[config.mk]
export PLATFORM = sky130hd
export DESIGN_NAME = fp_mult_pipe
export DESIGN_NICKNAME = d
export VERILOG_FILES = /design/src/rtl/fp_pkg.sv /design/src/rtl/fp_round_pack.sv /design/src/rtl/fp_mult_pipe.sv
export SDC_FILE = /design/constraint.sdc
export NUM_CORES = 2
export LEC_CHECK = 0
export ABC_AREA = 1
export CORE_MARGIN = 4
export CORE_UTILIZATION = 58
export DETAILED_ROUTE_END_ITERATION = 16
export PLACE_DENSITY = 0.89
export SYNTH_ARGS = -nofsm -noshare
export SYNTH_HDL_FRONTEND = slang
export SYNTH_SLANG_ARGS = --single-unit
[constraint.sdc]
create_clock -name clk -period 6.2 [get_ports clk]
set_input_delay 1.24 -clock clk [delete_from_list [all_inputs] [get_ports clk]]
set_output_delay 1.24 -clock clk [all_outputs]
set_load 0.01 [all_outputs]
[src/rtl/fp_pkg.sv]
// Shared floating-point definitions: rounding modes, operand classes, flag bit
// positions and helpers that derive constant encodings from the field widths.
package fp_pkg;

  localparam logic RM_RNE = 1'b0;
  localparam logic RM_RTZ = 1'b1;

  typedef enum logic [1:0] {CLS_ZERO, CLS_NORM, CLS_INF, CLS_NAN} fp_class_e;

  // Result tag decided at unpack time; SP_NONE means the arithmetic path is used.
  typedef enum logic [1:0] {SP_NONE, SP_ZERO, SP_INF, SP_NAN} fp_special_e;

  localparam int FLAG_INEXACT   = 0;
  localparam int FLAG_UNDERFLOW = 1;
  localparam int FLAG_OVERFLOW  = 2;
  localparam int FLAG_INVALID   = 3;

  function automatic int fp_bias(input int exp_w);
    return (1 << (exp_w - 1)) - 1;
  endfunction

  function automatic logic [63:0] fp_qnan(input int exp_w, input int man_w);
    return (((64'd1 << exp_w) - 64'd1) << man_w) | (64'd1 << (man_w - 1));
  endfunction

  function automatic logic [63:0] fp_max_finite(input int exp_w, input int man_w);
    return (((64'd1 << exp_w) - 64'd2) << man_w) | ((64'd1 << man_w) - 64'd1);
  endfunction

endpackage

[src/rtl/fp_round_pack.sv]
// Combinational normalise / round / range-check / pack stage for a raw mantissa
// product with a biased exponent; shared by multiplier and future adder pipes.
module fp_round_pack
  import fp_pkg::*;
#(
  parameter  int EXP_W = 8,
  parameter  int MAN_W = 23,
  localparam int W     = 1 + EXP_W + MAN_W,
  localparam int PW    = 2 * MAN_W + 2,
  localparam int EW    = EXP_W + 2
) (
  input  logic                 i_sign,
  input  logic signed [EW-1:0] i_exp,
  input  logic        [PW-1:0] i_prod,
  input  logic                 i_rm,
  output logic        [W-1:0]  o_result,
  output logic        [3:0]    o_flags
);

  localparam logic signed [EW-1:0] EXP_MAX = EW'((1 << EXP_W) - 1);
  localparam logic [W-1:0]         MAX_FIN = W'(fp_max_finite(EXP_W, MAN_W));

  logic                 w_shift;
  logic        [PW-2:0] w_norm;
  logic        [MAN_W-1:0] w_frac;
  logic                 w_guard;
  logic                 w_sticky;
  logic                 w_inc;
  logic        [MAN_W:0] w_frac_rnd;
  logic signed [EW-1:0] w_exp_rnd;
  logic                 w_ovf;
  logic                 w_unf;

  // After normalising, the hidden 1 sits just above w_norm; it is implied, not stored.
  assign w_shift    = i_prod[PW-1];
  assign w_norm     = w_shift ? i_prod[PW-2:0] : {i_prod[PW-3:0], 1'b0};
  assign w_frac     = w_norm[PW-2 -: MAN_W];
  assign w_guard    = w_norm[MAN_W];
  assign w_sticky   = |w_norm[MAN_W-1:0];
  assign w_inc      = (i_rm == RM_RNE) && w_guard && (w_sticky || w_frac[0]);
  assign w_frac_rnd = {1'b0, w_frac} + {{MAN_W{1'b0}}, w_inc};
  assign w_exp_rnd  = i_exp + {{(EW-1){1'b0}}, w_shift} + {{(EW-1){1'b0}}, w_frac_rnd[MAN_W]};
  assign w_ovf      = (w_exp_rnd >= EXP_MAX);
  assign w_unf      = w_exp_rnd[EW-1] || (w_exp_rnd == '0);

  always_comb begin
    // NOTE: every output gets a default before any branch so no path can infer a latch.
    o_flags               = '0;
    o_flags[FLAG_INEXACT] = w_guard | w_sticky;
    o_result              = {i_sign, w_exp_rnd[EXP_W-1:0], w_frac_rnd[MAN_W-1:0]};
    if (w_ovf) begin
      o_flags[FLAG_OVERFLOW] = 1'b1;
      o_flags[FLAG_INEXACT]  = 1'b1;
      o_result = (i_rm == RM_RTZ) ? {i_sign, MAX_FIN[W-2:0]}
                                  : {i_sign, {EXP_W{1'b1}}, {MAN_W{1'b0}}};
    end else if (w_unf) begin
      o_flags[FLAG_UNDERFLOW] = 1'b1;
      o_flags[FLAG_INEXACT]   = 1'b1;
      o_result = {i_sign, {(W-1){1'b0}}};
    end
  end

endmodule

[src/rtl/fp_mult_pipe.sv]
// Three-stage floating-point multiplier: S1 unpack/classify, S2 mantissa product,
// S3 round/pack into the output register; a single advance enable stalls the pipe.
module fp_mult_pipe
  import fp_pkg::*;
#(
  parameter  int EXP_W = 8,
  parameter  int MAN_W = 23,
  localparam int W     = 1 + EXP_W + MAN_W
) (
  input  logic         clk,
  input  logic         rst,
  input  logic         in_valid,
  output logic         in_ready,
  input  logic [W-1:0] a,
  input  logic [W-1:0] b,
  input  logic         round_mode,
  output logic         out_valid,
  input  logic         out_ready,
  output logic [W-1:0] result,
  output logic [3:0]   flags
);

  localparam int EW = EXP_W + 2;
  localparam int PW = 2 * MAN_W + 2;
  localparam logic signed [EW-1:0] BIAS = EW'(fp_bias(EXP_W));
  localparam logic [W-1:0]         QNAN = W'(fp_qnan(EXP_W, MAN_W));

  function automatic fp_class_e classify(input logic [EXP_W-1:0] e, input logic [MAN_W-1:0] f);
    if (e == '0) return CLS_ZERO;
    if (e == '1) return (f == '0) ? CLS_INF : CLS_NAN;
    return CLS_NORM;
  endfunction

  logic                 w_advance;
  fp_class_e            w_cls_a;
  fp_class_e            w_cls_b;
  logic                 w_zero_inf;
  logic                 w_snan;
  fp_special_e          w_special;
  logic                 w_invalid;
  logic signed [EW-1:0] w_exp_sum;
  logic [W-1:0]         w_rp_result;
  logic [3:0]           w_rp_flags;
  logic [W-1:0]         w_s3_result;
  logic [3:0]           w_s3_flags;

  logic                 r1_valid;
  logic                 r1_sign;
  logic signed [EW-1:0] r1_exp;
  logic [MAN_W:0]       r1_man_a;
  logic [MAN_W:0]       r1_man_b;
  fp_special_e          r1_special;
  logic                 r1_invalid;
  logic                 r1_rm;

  logic                 r2_valid;
  logic                 r2_sign;
  logic signed [EW-1:0] r2_exp;
  logic [PW-1:0]        r2_prod;
  fp_special_e          r2_special;
  logic                 r2_invalid;
  logic                 r2_rm;

  logic                 r_out_valid;
  logic [W-1:0]         r_result;
  logic [3:0]           r_flags;

  assign w_advance = !r_out_valid || out_ready;
  assign in_ready  = w_advance;

  assign w_cls_a    = classify(a[W-2 -: EXP_W], a[MAN_W-1:0]);
  assign w_cls_b    = classify(b[W-2 -: EXP_W], b[MAN_W-1:0]);
  assign w_zero_inf = ((w_cls_a == CLS_ZERO) && (w_cls_b == CLS_INF)) ||
                      ((w_cls_a == CLS_INF)  && (w_cls_b == CLS_ZERO));
  assign w_snan     = ((w_cls_a == CLS_NAN) && !a[MAN_W-1]) ||
                      ((w_cls_b == CLS_NAN) && !b[MAN_W-1]);
  assign w_exp_sum  = {2'b00, a[W-2 -: EXP_W]} + {2'b00, b[W-2 -: EXP_W]} - BIAS;

  // Priority: NaN (incl. 0*inf) beats inf, inf beats zero, zero beats arithmetic.
  always_comb begin
    w_special = SP_NONE;
    w_invalid = 1'b0;
    if ((w_cls_a == CLS_NAN) || (w_cls_b == CLS_NAN) || w_zero_inf) begin
      w_special = SP_NAN;
      w_invalid = w_zero_inf || w_snan;
    end else if ((w_cls_a == CLS_INF) || (w_cls_b == CLS_INF)) begin
      w_special = SP_INF;
    end else if ((w_cls_a == CLS_ZERO) || (w_cls_b == CLS_ZERO)) begin
      w_special = SP_ZERO;
    end
  end

  fp_round_pack #(
    .EXP_W (EXP_W),
    .MAN_W (MAN_W)
  ) u_round_pack (
    .i_sign   (r2_sign),
    .i_exp    (r2_exp),
    .i_prod   (r2_prod),
    .i_rm     (r2_rm),
    .o_result (w_rp_result),
    .o_flags  (w_rp_flags)
  );

  always_comb begin
    w_s3_result = w_rp_result;
    w_s3_flags  = w_rp_flags;
    case (r2_special)
      SP_NAN: begin
        w_s3_result               = QNAN;
        w_s3_flags                = '0;
        w_s3_flags[FLAG_INVALID]  = r2_invalid;
      end
      SP_INF: begin
        w_s3_result = {r2_sign, {EXP_W{1'b1}}, {MAN_W{1'b0}}};
        w_s3_flags  = '0;
      end
      SP_ZERO: begin
        w_s3_result = {r2_sign, {(W-1){1'b0}}};
        w_s3_flags  = '0;
      end
      default: ;
    endcase
  end

  // NOTE: sequential state uses non-blocking <= so every stage samples pre-edge values.
  always_ff @(posedge clk) begin
    if (rst) begin
      r1_valid    <= 1'b0;
      r2_valid    <= 1'b0;
      r_out_valid <= 1'b0;
      r_result    <= '0;
      r_flags     <= '0;
    end else if (w_advance) begin
      r1_valid    <= in_valid;
      r2_valid    <= r1_valid;
      r_out_valid <= r2_valid;
      if (r2_valid) begin
        r_result <= w_s3_result;
        r_flags  <= w_s3_flags;
      end
    end
  end

  // NOTE: datapath stage registers have no reset; they are only consumed when the
  // matching valid bit is set, and that bit is cleared by rst.
  always_ff @(posedge clk) begin
    if (w_advance) begin
      r1_sign    <= a[W-1] ^ b[W-1];
      r1_exp     <= w_exp_sum;
      r1_man_a   <= {1'b1, a[MAN_W-1:0]};
      r1_man_b   <= {1'b1, b[MAN_W-1:0]};
      r1_special <= w_special;
      r1_invalid <= w_invalid;
      r1_rm      <= round_mode;

      r2_sign    <= r1_sign;
      r2_exp     <= r1_exp;
      r2_prod    <= PW'(r1_man_a) * PW'(r1_man_b);
      r2_special <= r1_special;
      r2_invalid <= r1_invalid;
      r2_rm      <= r1_rm;
    end
  end

  assign out_valid = r_out_valid;
  assign result    = r_result;
  assign flags     = r_flags;

endmodule

# Word level (Yosys, flattened, before mapping)
# Cells that the tools add are included.
dict set report word_totals {
  reg_bits 163
  input_bits 69
  out_inout_bits 38
  elab_cells 96
}
dict set report op_classes {
  addsub 5
  mul 1
  n_lt_le_gt_ge 1
  n_eq_ne 9
  muxes 28
  bitwise_logic 3
  reduce_logical 30
}
# cell n
set op_table {}
lappend op_table {{32-bit one-hot mux with 3 select lines} 1}
lappend op_table {{31-bit 2-to-1 mux} 2}
lappend op_table {{24-bit by 24-bit multiplier with 48-bit output} 1}
lappend op_table {{47-bit 2-to-1 mux} 1}
lappend op_table {{23-bit logical NOT} 2}
lappend op_table {{23-bit by 1-bit adder with 24-bit output} 1}
lappend op_table {{24-bit 2-to-1 mux} 1}
lappend op_table {{23-bit OR reduction} 1}
lappend op_table {{10-bit by 1-bit adder with 10-bit output} 2}
lappend op_table {{2-bit 2-to-1 mux} 9}
lappend op_table {{8-bit equality test (second input constant)} 2}
lappend op_table {{8-bit logical NOT} 2}
lappend op_table {{1-bit 2-to-1 mux} 13}
lappend op_table {{2-bit equality test (second input constant)} 6}
lappend op_table {{10-bit by 9-bit greater-or-equal comparator with 1-bit output (second input constant)} 1}
lappend op_table {{10-bit logical NOT} 1}
lappend op_table {{1-bit logical OR} 10}
lappend op_table {{9-bit by 7-bit subtractor with 10-bit output (second input constant)} 1}
lappend op_table {{8-bit by 8-bit adder with 9-bit output} 1}
lappend op_table {{4-bit one-hot mux with 2 select lines} 1}
lappend op_table {{1-bit logical AND} 6}
lappend op_table {{2-bit logical NOT} 2}
lappend op_table {{2-bit OR reduction} 2}
lappend op_table {{1-bit logical NOT} 3}
lappend op_table {{5 further kinds} 5}

# Logic depth before layout (Yosys ltp)
dict set report logic_depth {
  word_depth 11
  depth_mapped 30
  depth_no_buf 29
}

# Cells and area by module
# From an unflattened synthesis, not the netlist that was laid out.
dict set report hier_totals {
  cells_unflattened 3728
  area_unflattened_um2 28453.5
}
# module instances cells_each area_per_inst_um2 seq_area_each_um2
set modules_own_cells {}
lappend modules_own_cells {fp_mult_pipe 1 3244 26231.4 4504.3}
lappend modules_own_cells {fp_round_pack 1 484 2222.1 0.0}

# Worst setup path before layout
# Ideal clock, no wire load.
dict set report synth_timing {
  path_type {register to register}
  startpoint {register r1_man_a[13]}
  endpoint {register r2_prod[37], data pin}
  setup_time_ps 260
  arrival_ps 5825
  required_ps 5940
  slack_ps 115
  stages_incl_launch_ff 29
  n_path_buf 1
  period_less_slack_ps 6085
  cell_sequence {edfxtp_1 > clkbuf_1 > nand2_1 > fa_1 > inv_1 > fa_1 > inv_1 > fa_1 > inv_1 > fa_1 > inv_1 > fa_1 > inv_1 > fa_1 > inv_1 > fa_1 > inv_1 > ha_1 > nand2_1 > nor2_1 > inv_1 > nor2_1 > inv_1 > nor2_1 > nand2_1 > nand2_1 > nand2_1 > nand2_1 > xor2_1}
}
dict set report synth_via {
  elab_chain_len 1
}
# element line
set synth_lines {}
lappend synth_lines {{start: declaration} fp_mult_pipe.sv:50} ;# logic [MAN_W:0] r1_man_a;
lappend synth_lines {{start signal: assignment} fp_mult_pipe.sv:151} ;# r1_man_a <= {1'b1, a[MAN_W-1:0]};
lappend synth_lines {{24-bit by 24-bit multiplier with 48-bit output} fp_mult_pipe.sv:159} ;# r2_prod <= PW'(r1_man_a) * PW'(r1_man_b);
lappend synth_lines {{end signal: assignment} fp_mult_pipe.sv:159}
lappend synth_lines {{end: declaration} fp_mult_pipe.sv:59} ;# logic [PW-1:0] r2_prod;
# Every way passes these cells.
# A chain may end at the register's enable or synchronous reset.

# Worst setup path in the final report
dict set report layout_timing {
  startpoint {register r1_man_a[22]}
  endpoint {register r2_prod[37], data pin}
}
# Same word-level chain as after synthesis.

==> flow_summary.yaml <==
run_status:
  status: "finished, violations left"
  violations: "setup timing"
detailed_routing:
  via_count: 24795
  route.detailed.drc: 0
  wl_per_cell_um: 19.9
  drt_first_iter_violations: 2818
  via_per_inst: 5.70
  wl_um: 86500
  dr.pass1.iters: 7
  postRouteAntennaNets: 0
grt:
  antenna_found_initial: 3
  grt_max_degree: 123
  gr-total-overflow: 0
  grt_pass1_vias: 25504
  grt_pass1_wl_um: 127000
  grt_usage: 0.316
setup_path:
  cp.required_ns: 6.43
  crit_arrival_ns: 6.67
  slowest_delay_ns: 0.59
  endpoint_kind: "flip-flop"
  r2r_setup_slack_ns: -0.25
  rr_startpoint: "r1_man_a[22]"
  path_depth: 25
  worst-setup-path-type: "flip-flop to flip-flop"
  worst-path-buf-inv: 8
  rr_worst_depth: 25
  r2r_end: "r2_prod[37]"
  path_common_cell: "fa_1"
  cp_slowest_cell: "fa_1"
  critPathLaunchType: "flip-flop"
  cp_top_family: "adder cells"
  critPathMaxFanout: 4
place:
  placed_cells: 4287
  hpwl_um: 62800
  port_buffers: 106
  routabilityCongestion: 0.996
floorplan:
  dieArea_um2: 51100
  core_um2: 46800
  rows: 79
  start_util: 0.590
  die_h_um: 226
  io_pins: 107
  die_w_um: 226
logic_synthesis:
  syn_area_per_cell_um2: 7.92
  synth-async-reset-ratio: 0
  synth_area_leaders: "fa_1, inv_1, edfxtp_1, nand2_1, ha_1"
  synthesis.nets: 4226
  yosysUniqueCellTypes: 43
  netlist_area_um2: 27600
  synthTopCellsByCount: "inv_1, nand2_1, fa_1"
  synth_edf_count: 124
  synthCells: 3482
  yosysTopAreaCell: "fa_1"
  yosysWarnings: 0
  yosysSeqAreaShare: 0.163
  synth_most_common_cell: "inv_1"
  synth_ff_type: "edfxtp_1"
  synth_top_area_share: 0.351
  synth_seq_cells: 163
run:
  max_cap_violations: 0
min_path:
  min-delay-start: "r1_exp[3]"
  holdCritPathClass: "flip-flop to flip-flop"
  min_to: "r2_exp[3]"
  hold_depth: 0
timing:
  fin_crit_ns: 6.45
  drv_slew: 0
  worst_pin_slew_ns: 0.821
  hold_viol_final: 0
  slew_headroom: 0.452
  setup_viol: 25
  worst_clock_skew_ns: 0.0261
  rsz0062_at_grt: "true"
  clock.fmax_ghz: 0.155
  fin_ws_ns: -0.246
  finalCritPeriodShare: 1.04
clock_tree:
  clk_latency_ns: 0.49
  clockRootBuffer: "clkbuf_16"
  postCtsHoldBufs: 0
  cts_htree_levels: 4
  cts_num_sinks: 163
  clockBufferDepth: 2
  cts_buffers: 17
  tritoncts: "built"
  clkTransAtPathRegs_ns: 0.07
cells_and_area:
  drive_above_1_share: 0.127
  layout.area.seq_um2: 4500
  area_growth_pct: 18.1
  nets: 4473
  multi_input_area_um2: 19500
  stdcell_count: 4351
  fillers: 3217
## cells by family (layout without fill, tap and decap cells)
family	count (synthesis)	in the layout	share of synthesized area
AOI/OAI and AO/OA	198	198	0.0399
xor gates and xnor gates	57	57	0.0181
adders and majority gates	675	675	0.438
buffers and inverters	1122	1382	0.156
DFF	163	163	0.163
other	0	2	0
and+or+nand+nor	1267	1267	0.185
## layer usage
layer,track usage,routed length [µm],part of all wire,up-vias
met2,0.543,41100,0.47,1860
li1,-,-,-,10561
met5,0,0,0,-
met1,0.366,28000,0.32,11689
met4,0.161,7210,0.083,0
met3,0.0859,10200,0.12,685
## through the flow
stage / instance area, µm² / setup TNS [ns] / hold WS (ns) / setup WS (ns) / util
after floorplan: 27600 / 0 / 0.400 / 0.115 / -
after global placement: 30800 / -0.00211 / 0.402 / -0.00211 / 0.660
after detailed placement: 30800 / -0.615 / 0.406 / -0.140 / 0.660
after CTS: 31800 / -0.0656 / 0.425 / -0.0172 / 0.679
after global routing: 32600 / -7.14 / 0.432 / -0.367 / 0.696
final: 32600 / -2.99 / 0.421 / -0.246 / 0.696
## what timing repair did
action / 4_1_cts / 5_1_grt
cloned: 1 / 2
resized for setup: 32 / 175
setup endpoints to repair: 24 / 31
setup buffers: 10 / 17
pin swaps: 6 / 63
## worst max path at each step
| stage | slack (ns) | endpoint | startpoint |
|---|---|---|---|
| 2_1_floorplan | 0.12 | r2_prod[37] | r1_man_a[13] |
| 3_3_place_gp | -0.002 | r2_prod[39] | r1_man_a[16] |
| 3_5_place_dp | -0.14 | r2_prod[40] | r1_man_a[22] |
| 4_1_cts | -0.02 | r2_prod[28] | r1_man_b[9] |
| 5_1_grt | -0.37 | r2_prod[37] | r1_man_a[21] |
| 6_report | -0.25 | r2_prod[37] | r1_man_a[22] |
## cell usage in the layout, fill, tap and decap left out, types with 11 or more instances in the layout
cell type,n
a21oi_1,71
a21oi_2,16
buf_12,36
buf_4,184
buf_6,12
clkbuf_16,19
clkdlybuf4s50_1,106
dfxtp_1,39
edfxtp_1,124
fa_1,473
fa_2,11
ha_1,171
ha_4,18
inv_1,981
inv_2,23
nand2_1,918
nand2_2,36
nand3_1,64
nand4_1,15
nor2_1,134
nor2_2,32
nor2_4,16
nor4_1,15
o21ai_0,39
o21ai_1,23
xnor2_1,13
xor2_1,41
## layout make-up
| type | count | area share |
|---|---|---|
| diodes | 2 | 0.000154 |
| clock buffers | 18 | 0.0138 |
| clock inverters | 14 | 0.00484 |
| inverters | 1009 | 0.117 |
| multi-input cells | 2197 | 0.600 |
| flip-flops and latches | 163 | 0.138 |
| well taps | 607 | 0.0233 |
| repair buffers | 341 | 0.103 |
## state kept, by name (all words and copies together) (netlist names)
register and cells:
r2_prod 48, result 32, r1_man_a 23, r1_man_b 23, r1_exp 10, r2_exp 10
flags 4, r1_special 2, r2_special 2, out_valid 1, r1_invalid 1, r1_rm 1
r1_sign 1, r1_valid 1, r2_invalid 1, r2_rm 1, r2_sign 1, r2_valid 1
Power is left out: the tool's default activity adds up to more than one toggle a clock period on the data nets, which glitch-free logic cannot reach.
